--- config.mk ---
export PLATFORM = sky130hd
export DESIGN_NAME = cpu_control_unit
export DESIGN_NICKNAME = d
export VERILOG_FILES = /design/src/rtl/cpu_control_unit.sv
export SDC_FILE = /design/constraint.sdc
export NUM_CORES = 1
export LEC_CHECK = 0
export CORE_ASPECT_RATIO = 0.6
export CORE_MARGIN = 4
export CORE_UTILIZATION = 38
export CTS_CLUSTER_DIAMETER = 40
export DETAILED_ROUTE_END_ITERATION = 10
export PLACE_DENSITY = 0.87
export SETUP_SLACK_MARGIN = 0.1
export SYNTH_ARGS = -nofsm -noshare
export SYNTH_HDL_FRONTEND = slang
export SYNTH_SLANG_ARGS = --single-unit
--- constraint.sdc ---
create_clock -name clk -period 3.4 [get_ports clk]
set_clock_uncertainty 0.1 [all_clocks]
set_input_delay 0.68 -clock clk [delete_from_list [all_inputs] [get_ports clk]]
set_output_delay 0.68 -clock clk [all_outputs]
set_load 0.005 [all_outputs]
--- src/rtl/cpu_control_unit.sv ---
// ---------------------------------------------------------------------------
// cpu_control_unit
//
// Hardwired Moore control sequencer for a single-bus RISC datapath. It walks
// the datapath through a three-step fetch (T0-T2) followed by up to five
// execute steps (T3-T7) chosen by the opcode in ir[31:27]. Register selection
// is delegated to an external select-and-encode block through
// Gra/Grb/Grc/Rin/Rout/BAout.
//
// Optional build macro: CU_SINGLE_STEP_EN
//   Adds the `step` input and a WAIT state entered after every instruction.
//   WAIT holds all strobes low with run=1 and leaves to T0 on step=1;
//   stop=1 in WAIT goes to HALT instead.
//
// Ports
//   clk, clr          clock; asynchronous active-high reset
//   ir                instruction register contents (opcode = ir[31:27])
//   con_ff            branch condition flip-flop
//   mem_rdy           memory completes the current Read/Write this cycle
//   stop              halt request, honoured at the instruction boundary
//   step              (CU_SINGLE_STEP_EN only) release WAIT
//   *_enable, IncPC   register load strobes
//   *out, Cout        bus drivers
//   Gra..BAout        select-and-encode controls
//   Read, Write       memory strobes
//   alu_op            ALU opcode
//   run               1 while executing (T0-T7, and WAIT)
//   dbg_state_o       current sequencer state, for observation only
//
// Memory handshake: Read (T1, ld T6) or Write (st T7) is held together with
// every other output of that step until a cycle with mem_rdy=1; the step
// completes on that cycle's rising edge. mem_rdy is ignored in other steps.
// ---------------------------------------------------------------------------
module cpu_control_unit #(
    parameter int             OPW    = 5,
    parameter logic [OPW-1:0] ADD_OP = 5'b00011
) (
    input  logic           clk,
    input  logic           clr,
    input  logic [31:0]    ir,
    input  logic           con_ff,
    input  logic           mem_rdy,
    input  logic           stop,
`ifdef CU_SINGLE_STEP_EN
    input  logic           step,
`endif
    output logic           PC_enable,
    output logic           IncPC,
    output logic           IR_enable,
    output logic           MAR_enable,
    output logic           MDR_enable,
    output logic           Y_enable,
    output logic           Z_enable,
    output logic           HI_enable,
    output logic           LO_enable,
    output logic           CON_enable,
    output logic           PCout,
    output logic           MDRout,
    output logic           ZLowout,
    output logic           ZHighout,
    output logic           HIout,
    output logic           LOout,
    output logic           Cout,
    output logic           Gra,
    output logic           Grb,
    output logic           Grc,
    output logic           Rin,
    output logic           Rout,
    output logic           BAout,
    output logic           Read,
    output logic           Write,
    output logic [OPW-1:0] alu_op,
    output logic           run,
    output logic [3:0]     dbg_state_o
);

    typedef enum logic [3:0] {
        S_RESET = 4'd0,
        S_T0, S_T1, S_T2, S_T3, S_T4, S_T5, S_T6, S_T7,
        S_HALT
`ifdef CU_SINGLE_STEP_EN
        , S_WAIT
`endif
    } state_t;

    localparam logic [OPW-1:0] OP_LD   = 5'b00000;
    localparam logic [OPW-1:0] OP_LDI  = 5'b00001;
    localparam logic [OPW-1:0] OP_ST   = 5'b00010;
    localparam logic [OPW-1:0] OP_AND  = 5'b01001;
    localparam logic [OPW-1:0] OP_OR   = 5'b01010;
    localparam logic [OPW-1:0] OP_ADDI = 5'b01011;
    localparam logic [OPW-1:0] OP_ANDI = 5'b01100;
    localparam logic [OPW-1:0] OP_BR   = 5'b10010;
    localparam logic [OPW-1:0] OP_JR   = 5'b10011;
    localparam logic [OPW-1:0] OP_MFHI = 5'b10111;
    localparam logic [OPW-1:0] OP_MFLO = 5'b11000;
    localparam logic [OPW-1:0] OP_HALT = 5'b11010;

    state_t         state_q, state_d;
    state_t         last_step;
    logic [OPW-1:0] opcode;
    logic           is_rr, is_imm, is_un, is_md, is_addr;
    logic           mem_wait;

    assign opcode = ir[31 -: OPW];

    // Opcode classes sharing the same execute-step skeleton.
    assign is_rr   = (opcode >= 5'b00011) && (opcode <= 5'b01010);
    assign is_imm  = (opcode >= 5'b01011) && (opcode <= 5'b01101);
    assign is_un   = (opcode == 5'b10000) || (opcode == 5'b10001);
    assign is_md   = (opcode == 5'b01110) || (opcode == 5'b01111);
    assign is_addr = (opcode == OP_LDI) || (opcode == OP_LD) || (opcode == OP_ST);

    // Steps that carry a memory strobe stall until mem_rdy.
    assign mem_wait = !mem_rdy &&
                      ((state_q == S_T1) ||
                       (state_q == S_T6 && opcode == OP_LD) ||
                       (state_q == S_T7 && opcode == OP_ST));

    // Final execute step of the current opcode; stop is sampled here.
    always_comb begin
        last_step = S_T3;
        if (is_rr || is_imm || opcode == OP_LDI) last_step = S_T5;
        else if (is_un)                          last_step = S_T4;
        else if (is_md || opcode == OP_BR)       last_step = S_T6;
        else if (opcode == OP_LD || opcode == OP_ST) last_step = S_T7;
    end

    always_ff @(posedge clk or posedge clr) begin
        if (clr) state_q <= S_RESET;
        else     state_q <= state_d;
    end

    always_comb begin
        state_d = state_q;
        case (state_q)
            S_RESET: state_d = S_T0;
            S_T0:    state_d = S_T1;
            S_T1:    if (!mem_wait) state_d = S_T2;
            S_T2:    state_d = S_T3;
            S_HALT:  state_d = S_HALT;
`ifdef CU_SINGLE_STEP_EN
            S_WAIT: begin
                if (stop)      state_d = S_HALT;
                else if (step) state_d = S_T0;
            end
`endif
            default: begin
                if (mem_wait) begin
                    state_d = state_q;
                end else if (state_q == last_step) begin
                    if (opcode == OP_HALT || stop) state_d = S_HALT;
`ifdef CU_SINGLE_STEP_EN
                    else                           state_d = S_WAIT;
`else
                    else                           state_d = S_T0;
`endif
                end else begin
                    case (state_q)
                        S_T3:    state_d = S_T4;
                        S_T4:    state_d = S_T5;
                        S_T5:    state_d = S_T6;
                        S_T6:    state_d = S_T7;
                        default: state_d = S_T0;
                    endcase
                end
            end
        endcase
    end

    always_comb begin
        PC_enable = 1'b0; IncPC = 1'b0; IR_enable = 1'b0; MAR_enable = 1'b0;
        MDR_enable = 1'b0; Y_enable = 1'b0; Z_enable = 1'b0; HI_enable = 1'b0;
        LO_enable = 1'b0; CON_enable = 1'b0;
        PCout = 1'b0; MDRout = 1'b0; ZLowout = 1'b0; ZHighout = 1'b0;
        HIout = 1'b0; LOout = 1'b0; Cout = 1'b0;
        Gra = 1'b0; Grb = 1'b0; Grc = 1'b0; Rin = 1'b0; Rout = 1'b0; BAout = 1'b0;
        Read = 1'b0; Write = 1'b0;
        alu_op = '0;
        run = 1'b0;

        case (state_q)
            S_T0: begin
                PCout = 1'b1; MAR_enable = 1'b1; IncPC = 1'b1; PC_enable = 1'b1;
            end
            S_T1: begin
                Read = 1'b1; MDR_enable = 1'b1;
            end
            S_T2: begin
                MDRout = 1'b1; IR_enable = 1'b1;
            end
            S_T3: begin
                if (is_rr || is_imm) begin
                    Grb = 1'b1; Rout = 1'b1; Y_enable = 1'b1;
                end else if (is_un) begin
                    Grb = 1'b1; Rout = 1'b1; alu_op = opcode; Z_enable = 1'b1;
                end else if (is_md) begin
                    Gra = 1'b1; Rout = 1'b1; Y_enable = 1'b1;
                end else if (is_addr) begin
                    Grb = 1'b1; BAout = 1'b1; Y_enable = 1'b1;
                end else if (opcode == OP_BR) begin
                    Gra = 1'b1; Rout = 1'b1; CON_enable = 1'b1;
                end else if (opcode == OP_JR) begin
                    Gra = 1'b1; Rout = 1'b1; PC_enable = 1'b1;
                end else if (opcode == OP_MFHI) begin
                    HIout = 1'b1; Gra = 1'b1; Rin = 1'b1;
                end else if (opcode == OP_MFLO) begin
                    LOout = 1'b1; Gra = 1'b1; Rin = 1'b1;
                end
            end
            S_T4: begin
                if (is_rr) begin
                    Grc = 1'b1; Rout = 1'b1; alu_op = opcode; Z_enable = 1'b1;
                end else if (is_imm) begin
                    Cout = 1'b1; Z_enable = 1'b1;
                    // Immediate forms reuse the register-form ALU codes.
                    if (opcode == OP_ADDI)      alu_op = ADD_OP;
                    else if (opcode == OP_ANDI) alu_op = OP_AND;
                    else                        alu_op = OP_OR;
                end else if (is_un) begin
                    ZLowout = 1'b1; Gra = 1'b1; Rin = 1'b1;
                end else if (is_md) begin
                    Grb = 1'b1; Rout = 1'b1; alu_op = opcode; Z_enable = 1'b1;
                end else if (is_addr) begin
                    Cout = 1'b1; alu_op = ADD_OP; Z_enable = 1'b1;
                end else if (opcode == OP_BR) begin
                    PCout = 1'b1; Y_enable = 1'b1;
                end
            end
            S_T5: begin
                if (is_rr || is_imm || opcode == OP_LDI) begin
                    ZLowout = 1'b1; Gra = 1'b1; Rin = 1'b1;
                end else if (is_md) begin
                    ZLowout = 1'b1; LO_enable = 1'b1;
                end else if (opcode == OP_LD || opcode == OP_ST) begin
                    ZLowout = 1'b1; MAR_enable = 1'b1;
                end else if (opcode == OP_BR) begin
                    Cout = 1'b1; alu_op = ADD_OP; Z_enable = 1'b1;
                end
            end
            S_T6: begin
                if (is_md) begin
                    ZHighout = 1'b1; HI_enable = 1'b1;
                end else if (opcode == OP_LD) begin
                    Read = 1'b1; MDR_enable = 1'b1;
                end else if (opcode == OP_ST) begin
                    Gra = 1'b1; Rout = 1'b1; MDR_enable = 1'b1;
                end else if (opcode == OP_BR && con_ff) begin
                    // Untaken branch leaves PC alone: no strobes at all.
                    ZLowout = 1'b1; PC_enable = 1'b1;
                end
            end
            S_T7: begin
                if (opcode == OP_LD) begin
                    MDRout = 1'b1; Gra = 1'b1; Rin = 1'b1;
                end else if (opcode == OP_ST) begin
                    Write = 1'b1;
                end
            end
            default: ;
        endcase

        case (state_q)
            S_T0, S_T1, S_T2, S_T3, S_T4, S_T5, S_T6, S_T7: run = 1'b1;
`ifdef CU_SINGLE_STEP_EN
            S_WAIT: run = 1'b1;
`endif
            default: run = 1'b0;
        endcase
    end

    assign dbg_state_o = state_q;

endmodule

After elaboration in Yosys (flattened, before gate mapping)
Memory sizes are Yosys's and may differ from the RTL's.
Cells that the tools add are included.
{"block": "classes", "magnitude_cmp": 4, "n_reduce_logical": 21, "muxes": 138, "eq_ne": 25}
{"op": "1-bit two-way mux", "count": 100}
{"op": "4-bit two-way mux", "count": 9}
{"op": "5-bit equality test, second input constant", "count": 7}
{"op": "5-bit two-way mux", "count": 6}
{"op": "5-bit by 4-bit equality test with 1-bit output, second input constant", "count": 4}
{"op": "4-bit one-hot mux with 5 select lines", "count": 1}
{"op": "4-bit by 3-bit equality test with 1-bit output, second input constant", "count": 4}
{"op": "1-bit one-hot mux with 2 select lines", "count": 8}
{"op": "4-bit one-hot mux with 4 select lines", "count": 1}
{"op": "5-bit one-hot mux with 3 select lines", "count": 1}
{"op": "2-bit two-way mux", "count": 6}
{"op": "1-bit one-hot mux with 3 select lines", "count": 4}
{"op": "1-bit logical OR", "count": 11}
{"op": "5-bit by 4-bit <= comparator with 1-bit output, second input constant", "count": 2}
{"op": "4-bit by 2-bit equality test with 1-bit output, second input constant", "count": 2}
{"op": "4-bit equality test, second input constant", "count": 2}
{"op": "1-bit logical AND", "count": 6}
{"op": "5-bit by 1-bit equality test with 1-bit output, second input constant", "count": 1}
{"op": "5-bit by 2-bit equality test with 1-bit output, second input constant", "count": 1}
{"op": "5-bit by 2-bit >= comparator with 1-bit output, second input constant", "count": 1}
{"op": "5-bit by 4-bit >= comparator with 1-bit output, second input constant", "count": 1}
{"op": "5-bit zero test", "count": 1}
{"op": "5-bit by 1-bit inequality test with 1-bit output, second input constant", "count": 1}
{"op": "1-bit one-hot mux with 5 select lines", "count": 1}
{"op": "other kinds (7)", "count": 7}
{"block": "totals", "in_bits": 37, "memories": 1, "ff_bits": 4, "output_inout_bits": 35, "rom_bits": 16}
{"name": "(name not given)", "words": 16, "width": 1, "read_ports": 1, "rd_ports_with_merged_regs": 0, "wr": 0, "line": "263", "rtl": "case (state_q)"}

Depth between registers and ports, before layout
{"block": "logic_depth", "word_depth": 10, "depth_mapped": 7, "mapped_depth_nobuf": 5}

Least setup slack after synthesis
OpenSTA, ideal clock, no wires.
{"block": "synth_path", "kind": "input to output", "startpoint": "input port ir[29]", "endpoint": "output port PC_enable", "path_buffers": 1, "path_slack_ps": 781, "arrival_ps": 1839, "stages": 5, "cell_sequence": "clkbuf_1 > or2_1 > nor3_1 > a31oi_1 > o32ai_1"}
{"block": "synth_between", "elab_chain_cells": 8, "word_cells_on_any_way": 32, "cone_classes": "order compare: 4; eq/ne: 8; mux: 11; reduce/logical: 9"}
{"item": "start, declared", "line": "40", "rtl": "input logic [31:0] ir,"}
{"item": "5-bit equality test (tied with other cells)", "line": "203", "rtl": "end else if (opcode == OP_JR) begin"}
{"item": "1-bit two-way mux or 1-bit logical OR (tied branches)", "line": "203, 112"}
{"item": "1-bit two-way mux or 1-bit logical OR (tied branches)", "line": "201, 112"}
{"item": "1-bit two-way mux", "line": "199", "rtl": "end else if (is_addr) begin"}
{"item": "1-bit two-way mux", "line": "197", "rtl": "end else if (is_md) begin"}
{"item": "1-bit two-way mux", "line": "195", "rtl": "end else if (is_un) begin"}
{"item": "1-bit two-way mux", "line": "193", "rtl": "if (is_rr || is_imm) begin"}
{"item": "1-bit one-hot mux with 3 select lines *", "line": "182", "rtl": "case (state_q)"}
{"item": "end, declared", "line": "47", "rtl": "output logic PC_enable,"}
Every way passes the cells marked *; elsewhere a longest branch is shown, timed or not.

Worst setup path after layout
{"block": "layout_path", "startpoint": "input port ir[31]", "endpoint": "output port alu_op[3]"}
{"block": "layout_between", "elab_chain_cells": 7, "word_cells_on_any_way": 22, "cone_classes": "order compare: 4; eq/ne: 5; mux: 8; reduce/logical: 5"}
{"item": "5-bit by 4-bit equality test with 1-bit output", "line": "111", "rtl": "assign is_md = (opcode == 5'b01110) || (opcode == 5'b01111);"}
{"item": "1-bit logical OR", "line": "111"}
{"item": "5-bit two-way mux", "line": "222", "rtl": "end else if (is_md) begin"}
{"item": "5-bit two-way mux", "line": "220", "rtl": "end else if (is_un) begin"}
{"item": "5-bit two-way mux", "line": "214", "rtl": "end else if (is_imm) begin"}
{"item": "5-bit two-way mux", "line": "212", "rtl": "if (is_rr) begin"}
{"item": "5-bit one-hot mux with 3 select lines *", "line": "182"}
{"item": "end, declared", "line": "72", "rtl": "output logic [OPW-1:0] alu_op,"}
Marks and branches as above.

==> impl_metrics.py <==
metrics = {
    "clocking": {
        "postCtsSetupBuffers": 0,
        "clkLatencyLatePin_ps": 210,
        "clk_pin_slew_ps": 30,
        "cts_made_buffers": 3,
        "clock-sinks": 4,
        "htree_levels": 1,
        "tritoncts": "yes",
        "postCtsHoldBufs": 0,
        "cts-root-buf": "clkbuf_8",
        "cts_max_path_buffers": 2,
    },
    "critical_path": {
        "r2r-start": "dbg_state_o[0]",
        "crit_arrival_ps": 2510,
        "crit_required_ps": 2620,
        "cp_max_fo": 6,
        "r2r_slack_ps": 1270,
        "end_kind": "output port",
        "reg2reg_depth": 7,
        "start_kind": "input pin",
        "setup.worst_path.class": "input pin to output port",
        "rr_endpoint": "dbg_state_o[2]",
    },
    "routing": {
        "drt-total-wl_mm": 4.37,
        "drt_iter0_drc": 139,
        "postRouteAntennaNets": 0,
        "drc": 0,
        "vias": 1590,
        "dr.pass1.iters": 4,
        "wl_per_cell_um": 16.6,
        "via_per_inst": 6.05,
    },
    "floorplan": {
        "core-area_mm2": 0.00252,
        "initial_core_util_pct": 40.2,
        "die_h_um": 48.0,
        "num_io_pins": 72,
        "die-area_mm2": 0.00359,
        "num_rows": 14,
        "die_x_um": 74.7,
    },
    "power_and_ir_drop": {
        "power_density_mw_per_mm2": 553,
        "leakage_nw": 0.769,
        "ir_worst_vdd_v": 0.000308,
    },
    "global_routing": {
        "gr-total-overflow": 0,
        "grt_pass1_wl_mm": 6.81,
        "grt_max_degree": 16,
        "grt_usage_pct": 24.9,
        "grt_pass1_vias": 1411,
        "antenna_found_initial": 0,
    },
    "finish": {
        "antennaDiodeCount": 0,
        "stdcell_count": 263,
        "syn2layout_area_growth_pct": 78.9,
        "n_fill_cell": 224,
        "regArea_um2": 100,
        "multi_input_area_um2": 875,
        "drive_gt1_share_pct": 25.5,
        "largest_reg_flops": 4,
        "nNetsFinal": 270,
    },
    "job": {
        "cap_violations": 0,
    },
    "synthesis": {
        "async_flop_share_pct": 100,
        "ys_types": 49,
        "yosys-top-cells-area": "dfrtp_1, nor3_1, nor2_1, nand2_1, a21oi_1",
        "synthesis.area_mm2": 0.00101,
        "syn_nets": 199,
        "yosysSeqAreaShare_pct": 9.86,
        "synth_edf_count": 0,
        "netlist_instances": 162,
        "ys_ff_latch": 4,
        "ys.warnings.count": 0,
        "synth_ff_type": "dfrtp_1",
        "syn_area_per_cell_um2": 6.26,
        "synth_top_area_share_pct": 9.86,
        "yosys.area.top_type": "dfrtp_1",
    },
    "timing": {
        "slew_violations": 0,
        "hold_ws_ps": 559,
        "period_needed_ps": 3290,
        "postLayoutSetupSlackWorst_ps": 107,
        "finalHoldViolCount": 0,
        "timing.final.crit_share_pct": 96.9,
        "fmaxAchievable_mhz": 304,
        "worst_pin_slew_ps": 554,
        "slew_headroom_pct": 62.9,
        "rsz0062_at_grt": "true",
        "finalSetupViolations": 0,
    },
    "placed_design": {
        "gp_congestion": 0.934,
        "dp.cells": 259,
        "dp_slack_ps": -44.6,
        "dp_hpwl_mm": 3.34,
        "port_buffers": 44,
    },
    "hold_path": {
        "hp-class": "input pin to async pin",
    },
    "run_status": {
        "status": "finished, final reports clean",
    },
}
worst max-delay path, cell delays in order:
cell and delay, ps:
dlygate4sd2_1 270, buf_2 170, or3_1 440, buf_4 190, a211oi_2 210, clkdlybuf4s50_1 550
cell usage in the layout, fill, tap and decap left out, types with 2 or more instances in the layout:
cell	netlist	final
a211oi_1	4	3
a21oi_1	9	9
a22o_1	3	3
a31oi_1	3	3
a32oi_1	3	2
and2_1	6	6
and3_1	3	3
buf_4	1	37
buf_6	0	2
clkbuf_8	0	3
clkdlybuf4s50_1	0	37
dfrtp_1	4	4
dlygate4sd2_1	0	6
inv_1	5	5
mux2i_1	2	2
nand2_1	13	13
nand2b_1	3	3
nand3_1	7	7
nand3b_1	2	2
nand4b_1	2	2
nor2_1	18	16
nor2_2	1	2
nor2b_1	7	7
nor3_1	14	9
nor3_2	1	6
o21ai_0	5	5
o22ai_1	4	3
xnor2_1	2	2
power by group:
group,internal [mW],switching (mW)
Combinational,0.401,0.397
Clock,0.0754,0.0232
Sequential,0.0696,0.0372
cells by family after synthesis:
logic type / count (synthesis) / share of synthesized area (%)
and+or+nand+nor: 84 / 43.5
AOI/OAI and AO/OA: 47 / 33.3
muxes: 2 / 1.97
xor gates and xnor gates: 2 / 1.73
buffers and inverters: 23 / 9.62
DFF: 4 / 9.86
metal layers:
layer | share of wire [%] | global-route usage, % | vias up
met5 | 0 | 0 | -
met3 | 14 | 9.22 | 4
li1 | - | - | 739
met4 | 0.53 | 1.42 | 0
met2 | 42 | 37.9 | 103
met1 | 44 | 35.3 | 744
worst max path at each step:
stage / endpoint / startpoint / cells after the start
2_1_floorplan: PC_enable / ir[29] / 5
3_3_place_gp: PC_enable / ir[29] / 7
3_5_place_dp: Gra / ir[27] / 7
4_1_cts: alu_op[3] / ir[31] / 6
5_1_grt: Rin / ir[27] / 8
6_report: alu_op[3] / ir[31] / 6
through the flow:
step	cell area [µm²]	util [%]	power [mW]	TNS (ps)
floorplan	1010	-	0.504	0
global placement	1710	67.8	0.856	-197
detailed placement	1710	67.8	0.875	-150
CTS	1780	70.6	0.983	0
global route	1820	72.0	1.08	0
finish	1820	72.0	1.00	0
Yosys cell counts (all sizes together) (2+ instances only):
master,instances
buf,9
nand4b,2
nor3,15
dfrtp,4
inv,5
a22o,3
a32oi,3
o22ai,4
xnor2,2
a211oi,4
nand2,13
clkbuf,9
a31oi,3
nand3,7
or2,2
and3,3
mux2i,2
o21ai,5
nor2b,7
nand3b,2
nand2b,3
nor2,19
and2,6
a21oi,10
what timing repair did:
action / CTS / global route
hold endpoints to repair: 0 / 0
pin swaps: 2 / 1
resized for setup: 14 / 8
setup endpoints to repair: 19 / 8
cloned: 1 / 0
final cells by class:
cell class	instances	share of cell area [%]
sequential	4	5.51
inverter	5	1.03
clock buffer	3	2.27
tap	32	2.21
timing repair buffer	84	40.8
multi-input combinational	135	48.2
(Power assumes the default switching activity.)
